`config.mk`:
```
export PLATFORM = sky130hd
export DESIGN_NAME = cam_probe_arbiter
export DESIGN_NICKNAME = d
export VERILOG_FILES = /design/src/rtl/cam_probe_arbiter.sv
export SDC_FILE = /design/constraint.sdc
export NUM_CORES = 1
export LEC_CHECK = 0
export CORE_AREA = 2 2 226 228
export DETAILED_ROUTE_END_ITERATION = 16
export DIE_AREA = 0 0 228 230
export GPL_TIMING_DRIVEN = 0
export SYNTH_ARGS = -nofsm -noshare
export SYNTH_HDL_FRONTEND = slang
export SYNTH_SLANG_ARGS = --single-unit
```
`constraint.sdc`:
```
create_clock -name clk -period 3.44 [get_ports clk]
set_input_delay 0.344 -clock clk [delete_from_list [all_inputs] [get_ports clk]]
set_output_delay 0.344 -clock clk [all_outputs]
set_load 0.01 [all_outputs]
```
`src/rtl/cam_probe_arbiter.sv`:
```
// Purpose : round-robin share of the cam_bank probe port between NUM_REQ lanes,
//           with results steered back to the issuing lane through an in-order tag FIFO.
// Latency : probe issue is combinational (req -> cam_probe_valid); result -> rsp_valid is 1 cycle.
// Backpres: cam_probe_ready low or MAX_OUTST probes in flight (no pop) stalls all lanes;
//           results have no backpressure.
// Ports   : req_valid/req_key/req_ready   - per-lane probe requests, one-hot accept
//           cam_probe_*                   - probe channel to cam_bank
//           cam_match_*                   - in-order result channel from cam_bank
//           rsp_valid/rsp_hit/id/len      - one-hot result strobe plus shared registered payload
//           outstanding, err_spurious     - in-flight count, sticky result-without-probe flag
module cam_probe_arbiter #(
  parameter int NUM_REQ   = 4,
  parameter int KEY_WIDTH = 96,
  parameter int ID_WIDTH  = 32,
  parameter int LEN_WIDTH = 8,
  parameter int MAX_OUTST = 8
) (
  input  logic                           clk,
  input  logic                           rst,
  input  logic [NUM_REQ-1:0]             req_valid,
  input  logic [NUM_REQ*KEY_WIDTH-1:0]   req_key,
  output logic [NUM_REQ-1:0]             req_ready,
  output logic                           cam_probe_valid,
  output logic [KEY_WIDTH-1:0]           cam_probe_key,
  input  logic                           cam_probe_ready,
  input  logic                           cam_match_valid,
  input  logic                           cam_match_hit,
  input  logic [ID_WIDTH-1:0]            cam_match_id,
  input  logic [LEN_WIDTH-1:0]           cam_match_len,
  output logic [NUM_REQ-1:0]             rsp_valid,
  output logic                           rsp_hit,
  output logic [ID_WIDTH-1:0]            rsp_id,
  output logic [LEN_WIDTH-1:0]           rsp_len,
  output logic [$clog2(MAX_OUTST):0]     outstanding,
  output logic                           err_spurious
);

  localparam int IDXW = $clog2(NUM_REQ);
  localparam int AW   = $clog2(MAX_OUTST);
  localparam int PW   = AW + 1;
  localparam logic [PW-1:0] FULL_CNT = PW'(MAX_OUTST);

  // (base + off) mod NUM_REQ; off < NUM_REQ so one conditional subtract suffices.
  function automatic logic [IDXW-1:0] wrap_add(input logic [IDXW-1:0] base,
                                               input int unsigned     off);
    logic [IDXW:0] s;
    s = {1'b0, base} + (IDXW+1)'(off);
    if (s >= (IDXW+1)'(NUM_REQ)) s = s - (IDXW+1)'(NUM_REQ);
    return s[IDXW-1:0];
  endfunction

  logic [IDXW-1:0]      rr_ptr_q, rr_ptr_d;
  logic [PW-1:0]        wr_ptr_q, wr_ptr_d;
  logic [PW-1:0]        rd_ptr_q, rd_ptr_d;
  logic [IDXW-1:0]      tag_mem_q [MAX_OUTST];
  logic [NUM_REQ-1:0]   rsp_valid_q, rsp_valid_d;
  logic                 rsp_hit_q, rsp_hit_d;
  logic [ID_WIDTH-1:0]  rsp_id_q, rsp_id_d;
  logic [LEN_WIDTH-1:0] rsp_len_q, rsp_len_d;
  logic                 err_q, err_d;

  logic                 grant_found;
  logic [IDXW-1:0]      grant_idx;
  logic [IDXW-1:0]      pop_tag;
  logic [PW-1:0]        occupancy;
  logic                 fifo_empty, fifo_full;
  logic                 pop, push, can_issue;

  // Occupancy is the pointer difference; the extra MSB separates full from empty.
  assign occupancy  = wr_ptr_q - rd_ptr_q;
  assign fifo_empty = (wr_ptr_q == rd_ptr_q);
  assign fifo_full  = (occupancy == FULL_CNT);
  assign pop        = cam_match_valid && !fifo_empty;
  assign pop_tag    = tag_mem_q[rd_ptr_q[AW-1:0]];

  // A pop in the same cycle frees the slot the new tag will occupy, so a full
  // FIFO may still accept.
  assign can_issue       = cam_probe_ready && (!fifo_full || pop);
  assign cam_probe_valid = grant_found && can_issue;
  assign push            = cam_probe_valid && cam_probe_ready;

  // Round-robin search beginning at rr_ptr.
  always_comb begin
    grant_found = 1'b0;
    grant_idx   = '0;
    for (int k = 0; k < NUM_REQ; k++) begin
      if (!grant_found && req_valid[wrap_add(rr_ptr_q, k)]) begin
        grant_found = 1'b1;
        grant_idx   = wrap_add(rr_ptr_q, k);
      end
    end
  end

  always_comb begin
    cam_probe_key = '0;
    req_ready     = '0;
    for (int i = 0; i < NUM_REQ; i++) begin
      if (grant_found && grant_idx == IDXW'(i)) begin
        cam_probe_key = req_key[i*KEY_WIDTH +: KEY_WIDTH];
        req_ready[i]  = cam_probe_valid;
      end
    end
  end

  always_comb begin
    rr_ptr_d    = push ? wrap_add(grant_idx, 1) : rr_ptr_q;
    wr_ptr_d    = wr_ptr_q + PW'(push);
    rd_ptr_d    = rd_ptr_q + PW'(pop);
    rsp_valid_d = '0;
    rsp_hit_d   = rsp_hit_q;
    rsp_id_d    = rsp_id_q;
    rsp_len_d   = rsp_len_q;
    if (pop) begin
      rsp_valid_d[pop_tag] = 1'b1;
      rsp_hit_d            = cam_match_hit;
      rsp_id_d             = cam_match_id;
      rsp_len_d            = cam_match_len;
    end
    // A result with nothing in flight is dropped and flagged.
    err_d = err_q || (cam_match_valid && fifo_empty);
  end

  always_ff @(posedge clk) begin
    if (rst) begin
      rr_ptr_q    <= '0;
      wr_ptr_q    <= '0;
      rd_ptr_q    <= '0;
      rsp_valid_q <= '0;
      rsp_hit_q   <= 1'b0;
      rsp_id_q    <= '0;
      rsp_len_q   <= '0;
      err_q       <= 1'b0;
    end else begin
      rr_ptr_q    <= rr_ptr_d;
      wr_ptr_q    <= wr_ptr_d;
      rd_ptr_q    <= rd_ptr_d;
      rsp_valid_q <= rsp_valid_d;
      rsp_hit_q   <= rsp_hit_d;
      rsp_id_q    <= rsp_id_d;
      rsp_len_q   <= rsp_len_d;
      err_q       <= err_d;
    end
  end

  // Tag storage needs no reset: only slots between the pointers are ever read.
  always_ff @(posedge clk) begin
    if (push) tag_mem_q[wr_ptr_q[AW-1:0]] <= grant_idx;
  end

  assign rsp_valid    = rsp_valid_q;
  assign rsp_hit      = rsp_hit_q;
  assign rsp_id       = rsp_id_q;
  assign rsp_len      = rsp_len_q;
  assign outstanding  = occupancy;
  assign err_spurious = err_q;

endmodule

```
==> results.sh, run 1 <==
export IMPL_period_needed_ns=3.34
export IMPL_ios=584
export IMPL_fin_crit_sh=0.970
export IMPL_fin_nets=2009
export IMPL_pre_cts_ws_ns=-1.62
export IMPL_die_area_mm2=0.0524
export IMPL_synth_xor_area_frac=0.00891
export IMPL_io_buffer_count=582
export IMPL_synth_edf_count=16
export IMPL_r2r_slack_ns=0.79
export IMPL_synth_net_count=1405
export IMPL_cp_arrival_ns=2.99
export IMPL_synth_warnings=0
export IMPL_crit_chain="o221a_2 -> o22ai_4 -> buf_12 -> inv_6 -> ha_4 -> buf_12 -> buf_12 -> clkbuf_4 -> and3b_1 -> a21oi_1 -> o21ai_0 -> mux2i_1 -> nor2_1 -> dlygate4sd2_1"
export IMPL_cts_sinks=72
export IMPL_grt_pass1_vias=9785
export IMPL_syn_inst=960
export IMPL_gp_congestion=0.957
export IMPL_synthMuxAreaShare=0.159
export IMPL_synthAdderAreaFrac=0.0234
export IMPL_first_pass_iters=5
export IMPL_path_clk_slew_ns=0.06
export IMPL_start_util=0.135
export IMPL_syn_avg_cell_area_um2=7.02
export IMPL_ys_flop_type="dfxtp_1"
export IMPL_leakage_nw=5.71
export IMPL_worstPathRequired_ns=3.10
export IMPL_placed_cell_area_mm2=0.0134
export IMPL_yosysTopAreaCell="dfxtp_1"
export IMPL_yosys_register_bits=72
export IMPL_coreArea_mm2=0.0499
export IMPL_ys_async_sr_fraction=0
export IMPL_setup_viol=0
export IMPL_final_cells=2249
export IMPL_netlist_area_mm2=0.00674
export IMPL_drv_cap=0
export IMPL_placed_cells=2215
export IMPL_hp_class="flop to flop"
export IMPL_critPathMaxFanout=10
export IMPL_vias=9357
export IMPL_worstMarginPinSlew_ns=0.700
export IMPL_htree_levels=3
export IMPL_fin_ws_ns=0.103
export IMPL_synthSimpleGateAreaFrac=0.326
export IMPL_dp_hpwl_um=35800
export IMPL_layout_commonest_cell="clkdlybuf4s50_1"
export IMPL_slowest_delay_ns=0.36
export IMPL_drc_errors=0
export IMPL_die_y_um=230
export IMPL_postRouteAntennaNets=0
export IMPL_grt_start_max_net_pins=14
export IMPL_status="finished, final reports clean"
export IMPL_rsz0062_at_grt="false"
export IMPL_nFillCells=5541
export IMPL_critPathLaunchType="flop"
export IMPL_area_growth_pct=110
export IMPL_final_cell_mix="clkdlybuf4s50_1, nand2_1, a21oi_1"
export IMPL_die_x_um=228
export IMPL_clock_path_buffers=2
export IMPL_max_freq_mhz=300
export IMPL_cts_hold_buf=0
export IMPL_synth_top_area_share=0.166
export IMPL_drive_gt1_frac=0.0880
export IMPL_vias_per_cell=4.16
export IMPL_ys_seq_area_frac=0.238
export IMPL_fin_area_mm2=0.0141
export IMPL_synth_top_family_by_area="simple AND/OR/NAND/NOR gates"
export IMPL_cts_root_buf="clkbuf_16"
export IMPL_cts_tree="yes"
export IMPL_grt_pass1_wl_um=61400
export IMPL_drv_slew=0
export IMPL_grtUsageTotal=0.154
export IMPL_cts_made_buffers=9
export IMPL_ir_drop_mv=0.296
export IMPL_drt_iter0_drc=337
export IMPL_synthTopCellsByArea="dfxtp_1, mux2i_1, and3b_1, a21oi_1, nand2_1"
export IMPL_worst_path_buf_inv=6
export IMPL_cp_top_family="buffers and inverters"
export IMPL_regArea_mm2=0.00161
export IMPL_worst_setup_path_end_kind="output pin"
export IMPL_fin_worst_skew_ns=0.00396
export IMPL_crit_slowest_cell="dfxtp_4"
export IMPL_synth_compound_area_frac=0.184
export IMPL_critical_path_class="flop to output pin"
export IMPL_wl_per_cell_um=18.9
export IMPL_rows=82
export IMPL_grt_overflow_total=0
export IMPL_finalHoldViolations=0
export IMPL_max_slew_margin=0.533
export IMPL_crit_top_cell="buf_12"
export IMPL_powerDensity_mw_per_mm2=501
export IMPL_clk_latency_ns=0.33
export IMPL_antenna_found_initial=10
export IMPL_routed_wl_um=42500
export IMPL_ys_types=42
export IMPL_multi_input_area_mm2=0.00488
tightest hold or removal path: stages (launching register included):
cell and delay (ns):
dfxtp_1 0.30, nand2_1 0.05, a21oi_1 0.05
through the flow:
| step | power (mW) | util | hold WS [ns] | TNS (ns) |
|---|---|---|---|---|
| floorplan | 3.51 | - | 0.480 | 0 |
| global placement | 6.10 | 0.269 | 0.443 | -130.12 |
| detailed placement | 6.11 | 0.269 | 0.446 | -139.26 |
| global route | 7.60 | 0.284 | 0.470 | 0 |
| finish | 7.08 | 0.284 | 0.452 | 0 |
| CTS | 7.11 | 0.282 | 0.453 | 0 |
worst paths after layout:
kind / startpoint / endpoint / cells past startpoint
min: rsp_hit / rsp_hit / 2
max: rr_ptr_q[0] / cam_probe_key[66] / 14
max reg2reg: wr_ptr_q[0] / wr_ptr_q[1] / 12
min reg2reg: rsp_hit / rsp_hit / 2
cells by family (layout without fill, tap and decap cells):
kind of cell               Yosys count  count (layout)
muxes                              102             102
DFF                                 72              72
adders and majority gates           12              12
AOI/OAI and AO/OA                  243             243
and+or+nand+nor                    426             426
other                                0               8
xor gates and xnor gates             6               6
buffers and inverters               99             708
synth_stat cells (4+ instances only):
master / count
ha_1: 11
clkbuf_1: 55
and2_1: 5
o21ai_0: 96
edfxtp_1: 16
and3b_1: 96
buf_2: 24
nor2_1: 110
nand3_1: 4
mux4_2: 4
nor2b_1: 7
a21oi_1: 141
mux2i_1: 98
dfxtp_1: 56
inv_1: 9
buf_1: 9
nand2_1: 183
cell type report:
class	count	share of cell area
tap	672	0.0595
clock buffer	11	0.0180
sequential	72	0.114
antenna	8	0.00142
buffer	88	0.0417
multi-input combinational	789	0.345
inverter	10	0.00301
clock inverter	5	0.00434
timing repair buffer	594	0.413
sequential cells by signal, summed over array words and instances (netlist names):
signal,cells
err_spurious,1
rd_ptr_q,4
rr_ptr_q,2
rsp_hit,1
rsp_id,32
rsp_len,8
rsp_valid,4
tag_mem_q,16
wr_ptr_q,4
layer usage:
| layer | part of all wire | vias to the layer above | global-route usage |
|---|---|---|---|
| li1 | - | 4530 | - |
| met1 | 0.40 | 4343 | 0.180 |
| met2 | 0.51 | 435 | 0.276 |
| met3 | 0.067 | 49 | 0.0316 |
| met4 | 0.023 | 0 | 0.0551 |
| met5 | 0 | - | 0 |
where the power goes:
group / internal (mW) / leakage [nW] / switching [mW]
Sequential: 1.04 / 0.605 / 0.101
Combinational: 2.42 / 4.96 / 2.56
Clock: 0.609 / 0.152 / 0.352
timing repair:
| item | CTS | global route |
|---|---|---|
| endpoints found under the hold margin | 0 | 0 |
| resized for setup | 229 | 53 |
| setup endpoints to repair | 100 | 66 |
| buffers inserted | 10 | 2 |
| pin swaps | 7 | 3 |
Note: power is estimated with default switching activity, not from simulation.
==> inputs of run 2 (changes only) <==
--- a/config.mk
+++ b/config.mk
@@ -5,10 +5,13 @@
 export SDC_FILE = /design/constraint.sdc
 export NUM_CORES = 1
 export LEC_CHECK = 0
-export CORE_AREA = 2 2 226 228
+export CELL_PAD_IN_SITES_DETAIL_PLACEMENT = 0
+export CELL_PAD_IN_SITES_GLOBAL_PLACEMENT = 1
+export CORE_AREA = 2 2 224 226
 export DETAILED_ROUTE_END_ITERATION = 16
-export DIE_AREA = 0 0 228 230
+export DIE_AREA = 0 0 226 228
 export GPL_TIMING_DRIVEN = 0
+export PLACE_DENSITY_LB_ADDON = 0.1
 export SYNTH_ARGS = -nofsm -noshare
 export SYNTH_HDL_FRONTEND = slang
 export SYNTH_SLANG_ARGS = --single-unit
==> constraint.sdc (replaced) <==
create_clock -name clk -period 3.44 [get_ports clk]
set_input_delay 0.688 -clock clk [delete_from_list [all_inputs] [get_ports clk]]
set_output_delay 0.688 -clock clk [all_outputs]
set_load 0.01 [all_outputs]
==> results.sh, run 2 (synthesis results as in run 1) <==
export IMPL_routed_wl_um=51500
export IMPL_layout_commonest_cell="clkdlybuf4s50_1"
export IMPL_vias=9276
export IMPL_grt_pass1_vias=9648
export IMPL_regArea_mm2=0.00162
export IMPL_dp_hpwl_um=43000
export IMPL_area_growth_pct=117
export IMPL_critPathLaunchType="input pin"
export IMPL_wl_per_cell_um=22.7
export IMPL_netSwitchingFraction=0.434
export IMPL_largest_register_ffs=32
export IMPL_power_mw=7.65
export IMPL_grt_pass1_wl_um=70900
export IMPL_die_area_mm2=0.0515
export IMPL_final_cells=2269
export IMPL_pwr_share_clk=0.127
export IMPL_io_buffer_count=582
export IMPL_grt_start_max_net_pins=15
export IMPL_powerDensity_mw_per_mm2=524
export IMPL_leakage_nw=5.76
export IMPL_cts_sinks=72
export IMPL_slowest_delay_ns=0.26
export IMPL_cts_tree="yes"
export IMPL_period_needed_ns=3.41
export IMPL_max_slew_margin=0.547
export IMPL_setup_viol=0
export IMPL_fin_ws_ns=0.0284
export IMPL_pre_cts_ws_ns=-2.04
export IMPL_nFillCells=5422
export IMPL_comb_power_share=0.724
export IMPL_die_y_um=228
export IMPL_drc_errors=0
export IMPL_vias_per_cell=4.09
export IMPL_worstPathRequired_ns=2.75
export IMPL_cts_root_buf="clkbuf_16"
export IMPL_postRouteAntennaNets=0
export IMPL_coreArea_mm2=0.0493
export IMPL_critical_path_class="input pin to output pin"
export IMPL_first_pass_iters=5
export IMPL_rows=82
export IMPL_critPathMaxFanout=10
export IMPL_p_sw_mw=3.32
export IMPL_drv_cap=0
export IMPL_worst_setup_path_end_kind="output pin"
export IMPL_cp_arrival_ns=2.72
export IMPL_status="finished, final reports clean"
export IMPL_final_cell_mix="clkdlybuf4s50_1, nand2_1, nor2_1"
export IMPL_finalHoldViolations=0
export IMPL_clock_path_buffers=2
export IMPL_hold_worst_slack_ns=0.454
export IMPL_multi_input_area_mm2=0.00521
export IMPL_grt_overflow_total=0
export IMPL_fin_crit_sh=0.992
export IMPL_p_int_mw=4.33
export IMPL_worst_path_buf_inv=7
export IMPL_drt_iter0_drc=338
export IMPL_gp_congestion=0.896
export IMPL_cts_made_buffers=9
export IMPL_placed_cell_area_mm2=0.0134
export IMPL_ios=584
export IMPL_hp_class="flop to flop"
export IMPL_placed_cells=2214
export IMPL_die_x_um=226
export IMPL_grtUsageTotal=0.192
export IMPL_htree_levels=3
export IMPL_fin_worst_skew_ns=0.00836
export IMPL_crit_slowest_cell="o221a_4"
export IMPL_start_util=0.137
export IMPL_worstMarginPinSlew_ns=0.674
export IMPL_max_freq_mhz=293
export IMPL_drv_slew=0
export IMPL_fin_area_mm2=0.0146
export IMPL_drive_gt1_frac=0.216
export IMPL_clk_latency_ns=0.35
export IMPL_ir_drop_mv=0.228
export IMPL_cp_top_family="buffers and inverters"
export IMPL_rsz0062_at_grt="true"
export IMPL_antenna_found_initial=15
export IMPL_path_clk_slew_ns=0.06
export IMPL_fin_nets=2030
export IMPL_seq_power_share=0.149
export IMPL_crit_chain="buf_8 -> inv_4 -> o221a_4 -> o22ai_4 -> inv_4 -> ha_4 -> buf_12 -> clkbuf_16 -> buf_12 -> a21oi_4 -> o21ai_2 -> mux2i_1 -> nor2_1 -> buf_4"
[run 2: cell count changes in the layout (fill, tap and decap cells not counted), sizes merged, moves of 5 or more]
cell and delta:
buf +119, clkbuf -5, clkdlybuf4s15 -5, clkdlybuf4s50 -5
dlygate4sd2 -75, dlymetal6s2s -10
[run 2: per-layer routing]
layer,track usage,vias to the layer above,share of wire
li1,-,4582,-
met1,0.207,4357,0.38
met2,0.370,282,0.54
met3,0.0578,37,0.071
met4,0.0228,18,0.0075
met5,0,-,0.0024
[run 2: worst register-to-register path, delay by kind of cell (launching register included)]
kind | cells | cell delay, ns
compound gates | 1 | 0.19
fa+ha+maj | 3 | 0.89
buf+inv | 4 | 0.81
flops | 1 | 0.41
simple gates | 2 | 0.29
[run 2: area by class of cell]
type,instances,area share
Timing Repair Buffer,616,0.394
Tap cell,672,0.0576
Multi-Input combinational cell,789,0.357
Sequential cell,72,0.111
Antenna cell,7,0.00120
Clock inverter,7,0.00540
Buffer,87,0.0562
Clock buffer,9,0.0154
Inverter,10,0.00308
[run 2: timing repair]
| item | in CTS | in global routing |
|---|---|---|
| cloned | 0 | 7 |
| hold buffers | 0 | 0 |
| buffers inserted | 13 | 14 |
| endpoints found under the setup margin | 101 | 100 |
| pin swaps | 20 | 53 |
| gates resized for setup | 579 | 245 |
[run 2: power by group through the flow]
stage                     logic, mW  registers, mW  clock network [mW]
after global placement         5.16           1.15                   0
final                          5.54           1.14               0.974
after floorplan                2.32           1.19                   0
after detailed placement       5.10           1.16                   0
after CTS                      5.19           1.14                1.02
after global routing           6.05           1.17                1.05
[run 2: worst paths after layout]
kind	startpoint	end	slack, ns	cells after the start
worst max-delay path	req_valid[2]	cam_probe_key[55]	0.03	14
worst min register to register	rsp_id[31]	rsp_id[31]	0.45	2
worst min-delay path	rsp_id[31]	rsp_id[31]	0.45	2
worst max register to register	rd_ptr_q[2]	rd_ptr_q[1]	0.71	10
[run 2: through the flow]
step / setup TNS [ns] / util
finish: 0 / 0.296
CTS: -0.172 / 0.283
detailed placement: -174.53 / 0.272
floorplan: 0 / -
global placement: -173.45 / 0.272
global route: -1.65 / 0.296
